`config.mk`:
```
export PLATFORM = sky130hd
export DESIGN_NAME = seq_signed_divider
export DESIGN_NICKNAME = d
export VERILOG_FILES = /design/src/rtl/seq_div_pkg.sv /design/src/rtl/udiv_step.sv /design/src/rtl/seq_signed_divider.sv
export SDC_FILE = /design/constraint.sdc
export NUM_CORES = 1
export LEC_CHECK = 0
export CAP_MARGIN = 20
export CORE_UTILIZATION = 43
export DETAILED_ROUTE_END_ITERATION = 12
export PLACE_DENSITY_LB_ADDON = 0.08
export SLEW_MARGIN = 40
export SYNTH_ARGS = -nofsm -noshare
export SYNTH_HDL_FRONTEND = slang
export SYNTH_SLANG_ARGS = --single-unit
```
`constraint.sdc`:
```
create_clock -name clk -period 2.65 [get_ports clk]
set_input_delay 0.3975 -clock clk [delete_from_list [all_inputs] [get_ports clk]]
set_output_delay 0.3975 -clock clk [all_outputs]
set_load 0.05 [all_outputs]
```
`src/rtl/seq_div_pkg.sv`:
```
// Shared types and helpers for the sequential signed divider.
// Helpers work on a 32-bit container; callers sign- or zero-extend
// narrower operands in and keep the low bits they need.
package seq_div_pkg;

  localparam int unsigned MAX_W = 32;

  typedef enum logic [1:0] {
    IDLE = 2'd0,
    DIV  = 2'd1,
    FIX  = 2'd2,
    ZERO = 2'd3
  } state_e;

  // Two's-complement negate; the low W bits are the W-bit negation.
  function automatic logic [MAX_W-1:0] neg_tc(input logic [MAX_W-1:0] v);
    return ~v + MAX_W'(1);
  endfunction

  // Magnitude of a sign-extended value; |most-negative| comes out unsigned.
  function automatic logic [MAX_W-1:0] mag_s(input logic [MAX_W-1:0] v);
    return v[MAX_W-1] ? neg_tc(v) : v;
  endfunction

endpackage

```
`src/rtl/udiv_step.sv`:
```
// One radix-2 restoring division iteration on unsigned magnitudes.
module udiv_step #(
  parameter int W = 8
) (
  input  logic [W:0]   rem_i,
  input  logic         bit_i,
  input  logic [W-1:0] dvs_i,
  output logic [W:0]   rem_o,
  output logic         q_o
);

  logic [W+1:0] shifted;
  logic [W+1:0] trial;

  // Shift in the next dividend bit and keep the trial difference if non-negative.
  always_comb begin
    shifted = {rem_i, bit_i};
    trial   = shifted - {2'b00, dvs_i};
    q_o     = ~trial[W+1];
    rem_o   = q_o ? trial[W:0] : shifted[W:0];
  end

endmodule

```
`src/rtl/seq_signed_divider.sv`:
```
// Multi-cycle signed divider: restoring division on magnitudes, one
// quotient bit per clock, then a one-cycle sign-fix. Truncates toward zero.
module seq_signed_divider
  import seq_div_pkg::*;
#(
  parameter  int Operand_Width = 8,
  localparam int Count_Width   = $clog2(Operand_Width + 1)
) (
  input  logic                     clk,
  input  logic                     rst_n,
  input  logic                     start,
  input  logic [Operand_Width-1:0] Dividend,
  input  logic [Operand_Width-1:0] Divisor,
  output logic                     busy,
  output logic                     done,
  output logic [Operand_Width-1:0] Quotient,
  output logic [Operand_Width-1:0] Remainder,
  output logic                     div_by_zero,
  output logic                     overflow
);

  localparam int W = Operand_Width;
  localparam logic [W-1:0] MOST_NEG = {1'b1, {(W-1){1'b0}}};

  state_e               state_q, state_d;
  logic                 sign_dd_q, sign_dd_d;
  logic                 sign_dv_q, sign_dv_d;
  logic                 ovf_pend_q, ovf_pend_d;
  logic [W-1:0]         quo_q, quo_d;
  logic [W-1:0]         dvs_q, dvs_d;
  logic [W:0]           rem_q, rem_d;
  logic [Count_Width-1:0] cnt_q, cnt_d;
  logic [W-1:0]         quotient_q, quotient_d;
  logic [W-1:0]         remainder_q, remainder_d;
  logic                 busy_q, busy_d;
  logic                 done_q, done_d;
  logic                 dbz_q, dbz_d;
  logic                 ovf_q, ovf_d;

  logic [W:0]           step_rem;
  logic                 step_bit;
  logic [MAX_W-1:0]     dvd_mag, dvs_mag, quo_neg, rem_neg;

  udiv_step #(.W(W)) u_step (
    .rem_i (rem_q),
    .bit_i (quo_q[W-1]),
    .dvs_i (dvs_q),
    .rem_o (step_rem),
    .q_o   (step_bit)
  );

  // Magnitudes of the live operands and negations of the working registers.
  always_comb begin
    dvd_mag = mag_s(MAX_W'($signed(Dividend)));
    dvs_mag = mag_s(MAX_W'($signed(Divisor)));
    quo_neg = neg_tc(MAX_W'(quo_q));
    rem_neg = neg_tc(MAX_W'(rem_q[W-1:0]));
  end

  // Next-state and datapath control for the divider FSM.
  // quo_q starts as |Dividend| and shifts out its MSB while quotient bits enter
  // at the LSB; in ZERO it still holds |Dividend|, which rebuilds the Remainder.
  always_comb begin
    state_d     = state_q;
    sign_dd_d   = sign_dd_q;
    sign_dv_d   = sign_dv_q;
    ovf_pend_d  = ovf_pend_q;
    quo_d       = quo_q;
    dvs_d       = dvs_q;
    rem_d       = rem_q;
    cnt_d       = cnt_q;
    quotient_d  = quotient_q;
    remainder_d = remainder_q;
    busy_d      = busy_q;
    done_d      = 1'b0;
    dbz_d       = dbz_q;
    ovf_d       = ovf_q;
    case (state_q)
      IDLE: begin
        if (start) begin
          sign_dd_d  = Dividend[W-1];
          sign_dv_d  = Divisor[W-1];
          quo_d      = dvd_mag[W-1:0];
          dvs_d      = dvs_mag[W-1:0];
          rem_d      = '0;
          cnt_d      = Count_Width'(W);
          ovf_pend_d = (Dividend == MOST_NEG) && (Divisor == '1);
          busy_d     = 1'b1;
          state_d    = (Divisor == '0) ? ZERO : DIV;
        end
      end
      DIV: begin
        rem_d = step_rem;
        quo_d = {quo_q[W-2:0], step_bit};
        cnt_d = cnt_q - Count_Width'(1);
        if (cnt_q == Count_Width'(1)) state_d = FIX;
      end
      FIX: begin
        quotient_d  = (sign_dd_q ^ sign_dv_q) ? quo_neg[W-1:0] : quo_q;
        remainder_d = sign_dd_q ? rem_neg[W-1:0] : rem_q[W-1:0];
        ovf_d       = ovf_pend_q;
        dbz_d       = 1'b0;
        done_d      = 1'b1;
        busy_d      = 1'b0;
        state_d     = IDLE;
      end
      ZERO: begin
        quotient_d  = '1;
        remainder_d = sign_dd_q ? quo_neg[W-1:0] : quo_q;
        ovf_d       = 1'b0;
        dbz_d       = 1'b1;
        done_d      = 1'b1;
        busy_d      = 1'b0;
        state_d     = IDLE;
      end
      default: state_d = IDLE;
    endcase
  end

  // State and output registers; reset aborts any operation in flight.
  always_ff @(posedge clk or negedge rst_n) begin
    if (!rst_n) begin
      state_q     <= IDLE;
      sign_dd_q   <= 1'b0;
      sign_dv_q   <= 1'b0;
      ovf_pend_q  <= 1'b0;
      quo_q       <= '0;
      dvs_q       <= '0;
      rem_q       <= '0;
      cnt_q       <= '0;
      quotient_q  <= '0;
      remainder_q <= '0;
      busy_q      <= 1'b0;
      done_q      <= 1'b0;
      dbz_q       <= 1'b0;
      ovf_q       <= 1'b0;
    end else begin
      state_q     <= state_d;
      sign_dd_q   <= sign_dd_d;
      sign_dv_q   <= sign_dv_d;
      ovf_pend_q  <= ovf_pend_d;
      quo_q       <= quo_d;
      dvs_q       <= dvs_d;
      rem_q       <= rem_d;
      cnt_q       <= cnt_d;
      quotient_q  <= quotient_d;
      remainder_q <= remainder_d;
      busy_q      <= busy_d;
      done_q      <= done_d;
      dbz_q       <= dbz_d;
      ovf_q       <= ovf_d;
    end
  end

  assign busy        = busy_q;
  assign done        = done_q;
  assign Quotient    = quotient_q;
  assign Remainder   = remainder_q;
  assign div_by_zero = dbz_q;
  assign overflow    = ovf_q;

endmodule

```
**Yosys cells after proc, flatten, opt, wreduce, memory -nomap -nowiden**

Cells that the tools add are included.
W data, S select, Z words.

- Register bits after elaboration: 54
- Input bits: 19
- Word-level logic and storage cells: 68

- Add/sub/neg operators: 6
- Equal/unequal tests: 8
- Multiplexer cells: 23
- Bitwise gates (word level): 6
- Reduce and logical (&&, ||, !) cells: 11

Operators with widths:

| operator | number |
|---|---|
| $mux W8 | 6 |
| $pmux W8 S2 | 3 |
| $add A8 B1 Y8 const B | 4 |
| $not A8 Y8 | 4 |
| $mux W9 | 2 |
| $pmux W9 S2 | 1 |
| $eq A8 B8 Y1 const B | 2 |
| $sub A10 B8 Y10 | 1 |
| $logic_not A8 Y1 | 1 |
| $pmux W4 S2 | 1 |
| $reduce_and A2 Y1 | 4 |
| $mux W2 | 3 |
| $pmux W1 S2 | 3 |
| $pmux W2 S3 | 1 |
| $reduce_bool A2 Y1 | 3 |
| $eq A2 B2 Y1 const B | 2 |
| $eq A4 B1 Y1 const B | 1 |
| $mux W4 | 1 |
| $ne A2 B2 Y1 const B | 2 |
| $sub A4 B1 Y4 const B | 1 |
| $eq A2 B1 Y1 const B | 1 |
| $logic_not A2 Y1 | 1 |
| $mux W1 | 2 |
| $reduce_or A2 Y1 | 1 |
| other kinds (3) | 3 |

**Longest topological paths before layout**

Gate-level depths: netlist of the first run.

- Depth after elaboration: 5
- Depth in mapped cells: 10
- Depth with buffers taken out: 10

**Modules after synthesis**

Synthesis of the first run repeated with hierarchy kept, for this count alone.

- Cells, all modules: 382
- Area total of the unflattened synthesis: 3,452.1 um^2

Modules (own cells, without submodules):

| module | times used | cells an instance | area an instance (um^2) | sequential area each (um^2) |
|---|---|---|---|---|
| seq_signed_divider | 1 | 310 | 2,886.5 | 1,351.3 |
| udiv_step | 1 | 72 | 565.5 | 0.0 |

**Least setup slack after synthesis of the first run**

OpenSTA, ideal clock, no wires.

- Path kind: register to register
- From: reg quo_q[7]
- To: reg rem_q[6]
- Library setup time: 0.104 ns
- Arrival: 2.284 ns
- Slack: 0.263 ns
- Cell stages (with the launch flop): 11
- Buffers on the path: 0
- Period minus slack after synthesis: 2.387 ns
- Cell sequence: dfrtp_1 inv_1 ha_1 inv_1 fa_1 a211oi_2 nor3b_1 o31ai_1 o311ai_0 or4_1 o311ai_1

- Word-level cells in the longest chain between the ends: 3

RTL lines:

| what | RTL line | RTL |
|---|---|---|
| start: declaration | seq_signed_divider.sv:29 | `logic [W-1:0] quo_q, quo_d;` |
| start signal: assignment | seq_signed_divider.sv:142 | `quo_q <= quo_d;` |
| $sub A10 B8 Y10 | udiv_step.sv:18 | `trial = shifted - {2'b00, dvs_i};` |
| $mux W9 | udiv_step.sv:20 | `rem_o = q_o ? trial[W:0] : shifted[W:0];` |
| $pmux W9 S2 | seq_signed_divider.sv:78 | `case (state_q)` |
| end signal: assignment | seq_signed_divider.sv:144 | `rem_q <= rem_d;` |
| end: declaration | seq_signed_divider.sv:31 | `logic [W:0] rem_q, rem_d;` |

Every way passes these cells.
A chain may end at the register's enable or synchronous reset.

**Worst setup path after layout of the first run**

Ends and elaborated chain as after synthesis.

==> metrics.yaml, run 1 <==
status: "complete, no violations"
portBuffers: 38
critPathArrivalTime_ns: 2.71
grt_max_degree: 55
worst_pin_slew_ns: 0.681
final_cell_mix: "54 x dfrtp_1, 51 x nand2_1, 37 x clkdlybuf4s50_1"
start_util: 0.454
setup_viol: 0
via_per_inst: 5.43
htreeDepth: 2
vias: 2964
crit_path_end_kind: "register"
fill_cells: 742
synth_edf_count: 0
cts_hold_buffers: 0
numCtsBuffers: 5
fmax_ghz: 0.402
clock-sinks: 54
yosys_warnings: 0
wl_per_cell_um: 15.0
clk_latency_ns: 0.31
cp-start-kind: "register"
finClkSkew_ns: 0.00882
coreArea_um2: 7890
worstSetupPathType: "reg2reg"
layout_commonest_cell: "dfrtp_1"
first_iter_violations: 148
min_period_ns: 2.49
layout-drive-gt1-share: 0.104
syn_to_final_growth_pct: 18.0
synthArstFlopShare: 1.00
power_leakage_nw: 1.80
die_w_um: 93.3
ys_seq_area_frac: 0.377
ant_nets: 0
clk_pin_slew_ns: 0.11
synth_nets: 448
place.gp.congestion: 0.804
postLayoutCellArea_um2: 4230
die-area_um2: 8700
rows: 32
cts.path.max_buffers: 2
min_path_type: "in2async"
final_core_util: 0.536
hold_viol_final: 0
cp_max_fo: 3
period_share: 0.938
seq_area_um2: 1350
drc: 0
maxCapViolCount: 0
io_pins: 39
synth_ff_type: "dfrtp_1"
p_per_area_nw_per_um2: 1420
die_y_um: 93.3
grt_overflow_total: 0
maxSlewViolCount: 0
placed_area_um2: 4090
synth_cells: 413
grt_use_total: 0.203
nets: 478
dr.pass1.iters: 4
avgSynthCellArea_um2: 8.67
multi_input_area_um2: 2030
clockRootBuffer: "clkbuf_8"
peakVddDrop_mv: 0.503
slew_headroom: 0.545
syn_area_um2: 3580
cts_tree: "built"
dp.final_hpwl_um: 6050
grt_pass1_wl_um: 14000
required_ns: 2.87
ys_types: 57
antennaDiodeCount: 0
routed_wirelength_um: 8190
ys_ff_latch: 54
grt_antenna_before_repair: 0
first_global_vias: 2771
==> metrics by stage <==
stage               hold slack [ns]  cells  setup TNS [ns]  power (mW)  setup slack [ns]
global placement              0.425    537               0        5.31             0.208
CTS                          0.0770    545               0        5.98             0.101
global route                 0.0878    546        -0.00527        6.52          -0.00527
detailed placement            0.423    537               0        5.35             0.137
floorplan                     0.102    413               0        4.38             0.263
finish                       0.0458    546               0        5.99             0.164
==> timing repair <==
item	in CTS	in global routing
setup buffers	0	1
resized for setup	0	4
endpoints found under the setup margin	0	1
==> cell usage after synthesis (all sizes together), types with 5 or more instances <==
library cell / n / area share
a21oi: 15 / 0.021
buf: 5 / 0.0070
clkbuf: 25 / 0.026
dfrtp: 54 / 0.38
ha: 15 / 0.052
inv: 26 / 0.027
mux2: 6 / 0.020
mux2i: 8 / 0.022
nand2: 52 / 0.055
nand2b: 8 / 0.014
nand3: 10 / 0.014
nand4: 13 / 0.023
nor2: 34 / 0.036
nor2b: 5 / 0.0087
nor3: 8 / 0.011
nor4: 5 / 0.0087
o21ai: 29 / 0.041
o31ai: 10 / 0.024
or3: 5 / 0.012
or4: 5 / 0.010
xnor2: 19 / 0.046
xor2: 18 / 0.044
==> routing by layer <==
layer | GRT usage | share of wire
met1 | 0.291 | 0.50
met5 | 0 | 0
met2 | 0.333 | 0.46
met3 | 0.0244 | 0.028
met4 | 0.0385 | 0.0077
==> state kept, by name, summed over array words and instances (netlist names) <==
signal and count:
state_q 2, dvs_q 8, overflow 1, Quotient 8
sign_dv_q 1, quo_q 8, Remainder 8, div_by_zero 1
busy 1, ovf_pend_q 1, done 1, sign_dd_q 1
rem_q 9, cnt_q 4
==> area by class of cell <==
class                      count  share of cell area
timing repair buffer          53               0.118
clock inverter                 2             0.00917
tap                          102              0.0302
clock buffer                   6              0.0195
inverter                      26              0.0231
sequential                    54               0.320
multi-input combinational    303               0.480
==> cells by family after synthesis <==
family / synth area share
AO/OA/AOI/OAI: 0.153
XOR/XNOR: 0.0905
flip-flops: 0.377
AND/OR/NAND/NOR: 0.212
multiplexers: 0.0485
adder cells (fa/ha/maj): 0.0580
buffers and inverters: 0.0604
==> power by group <==
part / internal [mW] / switching, mW / total (mW) / leakage [nW]
clock network: 0.312 / 0.298 / 0.610 / 0.0618
registers: 1.19 / 0.379 / 1.57 / 0.643
logic: 1.58 / 2.23 / 3.81 / 1.10
==> worst paths after layout <==
path / from / end / slack (ns) / cells after the start
worst max-delay path: quo_q[7] / rem_q[6] / 0.16 / 10
worst min-delay path: rst_n / rem_q[8] / 0.05 / 2
worst max register to register: quo_q[7] / rem_q[6] / 0.16 / 10
worst min register to register: dvs_q[1] / dvs_q[1] / 0.49 / 2
max in group asynchronous: rst_n / dvs_q[2] / 2.32 / 2
min in group clk: dvs_q[1] / dvs_q[1] / 0.49 / 2
==> critical path, stage by stage (launching register included) <==
cell      delay, ns
dfrtp_1        0.41
inv_1          0.08
ha_1           0.16
inv_1          0.06
fa_2           0.36
a211oi_2       0.28
nor3b_2        0.09
o31ai_2        0.28
o311ai_1       0.17
or4_1          0.42
o311ai_1       0.08
No activity file was read; power rests on OpenSTA's default activity.
==> run 2, diff against run 1 <==
SETUP_SLACK_MARGIN = 0.3   (was default)
==> run 2 against run 1 <==
Against the previous run: sequential power hardly changed; count of clock-buffer cells in the layout is 1 higher; via count is 2.1% higher; setup slack better by 0.11 ns; sequential share of layout area is 0.59 points lower; clock power is 19% lower; power is 4.1% higher; design area is 2.0% higher; die area stayed put; first-iteration DRC count is 30% lower.
==> metrics.yaml, run 2 (same netlist as run 1, synthesis figures left out) <==
start_util: 0.454  # unchanged
critPathArrivalTime_ns: 2.59  # -0.12 ns
wl_per_cell_um: 14.8  # -1.5%
dr.pass1.iters: 4  # unchanged
first_iter_violations: 104  # -30%
drc: 0  # unchanged
dp.final_hpwl_um: 6280  # +3.7%
p_per_area_nw_per_um2: 1450  # +2.0%
die-area_um2: 8700  # unchanged
power_leakage_nw: 1.85  # +2.5%
worstSetupPathType: "reg2reg"
fin_cells: 559  # +2.4%
grt_antenna_before_repair: 0  # unchanged
final_cell_mix: "53 x dfrtp_1, 51 x nand2_1, 37 x clkdlybuf4s50_1"
place.gp.congestion: 0.840  # +4.5%
vias: 3025  # +2.1%
coreArea_um2: 7890  # unchanged
routed_wirelength_um: 8260  # +0.84%
slew_headroom: 0.571  # +0.0260
rows: 32  # unchanged
portBuffers: 38  # unchanged
via_per_inst: 5.41  # -0.32%
grt_max_degree: 32  # -42%
antennaDiodeCount: 0  # unchanged
min_period_ns: 2.38  # -0.106 ns
numCtsBuffers: 5  # unchanged
htreeDepth: 2  # unchanged
rrSetupSlack_ns: 0.27  # +0.11 ns
r2r.worst_path.cells: 10  # unchanged
peakVddDrop_mv: 0.679  # +35%
min_path_type: "in2async"
grt_use_total: 0.205  # +0.00206
die_y_um: 93.3  # unchanged
maxSlewViolCount: 0  # unchanged
fill_cells: 725  # -2.3%
busiest_layer: "met2"
cp_max_fo: 2  # -1
grt_overflow_total: 0  # unchanged
hold_viol_final: 0  # unchanged
first_global_vias: 2840  # +2.5%
period_share: 0.898  # -0.0401
crit_path_end_kind: "register"
required_ns: 2.86  # about the same
regMostFlops: "rem_q"
die_w_um: 93.3  # unchanged
grt_use_met1: 0.292  # +0.00163
ant_nets: 0  # unchanged
grt_pass1_wl_um: 14100  # +0.79%
status: "complete, no violations"
r2r_start: "quo_q[7]"
cts_tree: "built"
met2_usage: 0.338  # +0.00551
setup_viol: 0  # unchanged
cts_hold_buffers: 0  # unchanged
layout_commonest_cell: "dfrtp_1"
reg2reg_to: "rem_q[6]"
maxCapViolCount: 0  # unchanged
fin_setup_tns_ns: 0  # unchanged
syn_to_final_growth_pct: 20.4
layout-drive-gt1-share: 0.136  # +0.0321
clk_pin_slew_ns: 0.10  # about the same
io_pins: 39  # unchanged
placedCellCount: 540  # +0.56%
largest_reg_flops: 9  # unchanged
nets: 491  # +2.7%
holdWs_ns: 0.0685  # +0.0227 ns
cts.path.max_buffers: 2  # unchanged
finClkSkew_ns: 0.00557  # -0.00325 ns
worst_pin_slew_ns: 0.642  # -0.0389 ns
rsz0062_at_grt: "true"
fmax_ghz: 0.420  # +4.5%
final_core_util: 0.547  # +0.0106
grtUsageMet3: 0.0268  # +0.00244
clock-sinks: 54  # unchanged
clk_latency_ns: 0.31  # about the same
clockRootBuffer: "clkbuf_8"
cp-start-kind: "register"
-- run 2: through the flow --
| step | worst slack, ns | cell area (um2) | total power [mW] |
|---|---|---|---|
| 2_1_floorplan | 0.314 | 3580 | 4.40 |
| 3_3_place_gp | 0.194 | 4100 | 5.37 |
| 3_5_place_dp | 0.0996 | 4100 | 5.43 |
| 4_1_cts | 0.279 | 4260 | 6.11 |
| 5_1_grt | 0.192 | 4310 | 6.76 |
| 6_report | 0.271 | 4310 | 6.23 |
-- run 2: power by group --
| group | internal, mW | total (mW) | switching [mW] |
|---|---|---|---|
| registers | 1.19 | 1.55 | 0.354 |
| clock network | 0.217 | 0.492 | 0.275 |
| logic | 1.83 | 4.19 | 2.37 |
-- run 2: cell type report --
cell class	instances	area (um2)	share of cell area
Clock inverter	1	8.76	0.00203
Inverter	26	97.6	0.0226
Tap cell	102	128	0.0296
Multi-Input combinational cell	303	2050	0.476
Sequential cell	54	1350	0.314
Timing Repair Buffer	66	586	0.136
Clock buffer	7	86.3	0.0200
-- run 2: worst max-delay path by stage --
stage                     startpoint        to
after global placement      quo_q[7]  rem_q[6]
after global routing        quo_q[7]  rem_q[6]
after detailed placement    quo_q[7]  rem_q[6]
final                       quo_q[7]  rem_q[6]
after floorplan             quo_q[7]  rem_q[6]
after CTS                   quo_q[7]  rem_q[6]
-- run 2: timing repair --
action / 4_1_cts / 5_1_grt
endpoints found under the setup margin: 2 / 5
buffers inserted: 6 / 5
pin swaps: 5 / 0
endpoints found under the hold margin: 0 / 0
gates resized for setup: 5 / 2
-- run 2: worst max-delay path: stages (launching register included) --
cell      delay [ns]
dfrtp_1         0.40
inv_2           0.06
ha_2            0.17
inv_1           0.05
fa_2            0.37
a211oi_4        0.24
nor3b_2         0.09
o31ai_2         0.23
o311ai_1        0.16
or4_1           0.42
o311ai_1        0.08
-- run 2: routing by layer --
| metal | vias to the layer above | wire length (um) |
|---|---|---|
| met5 | - | 0 |
| met4 | 0 | 50 |
| met3 | 5 | 254 |
| met2 | 61 | 3830 |
| met1 | 1437 | 4130 |
| li1 | 1522 | - |
==> run 3, diff against run 2 <==
SLEW_MARGIN = 0   (was 40)
==> results of run 3 <==
No change in the layout: final DEF, timing and power equal those of run 2.
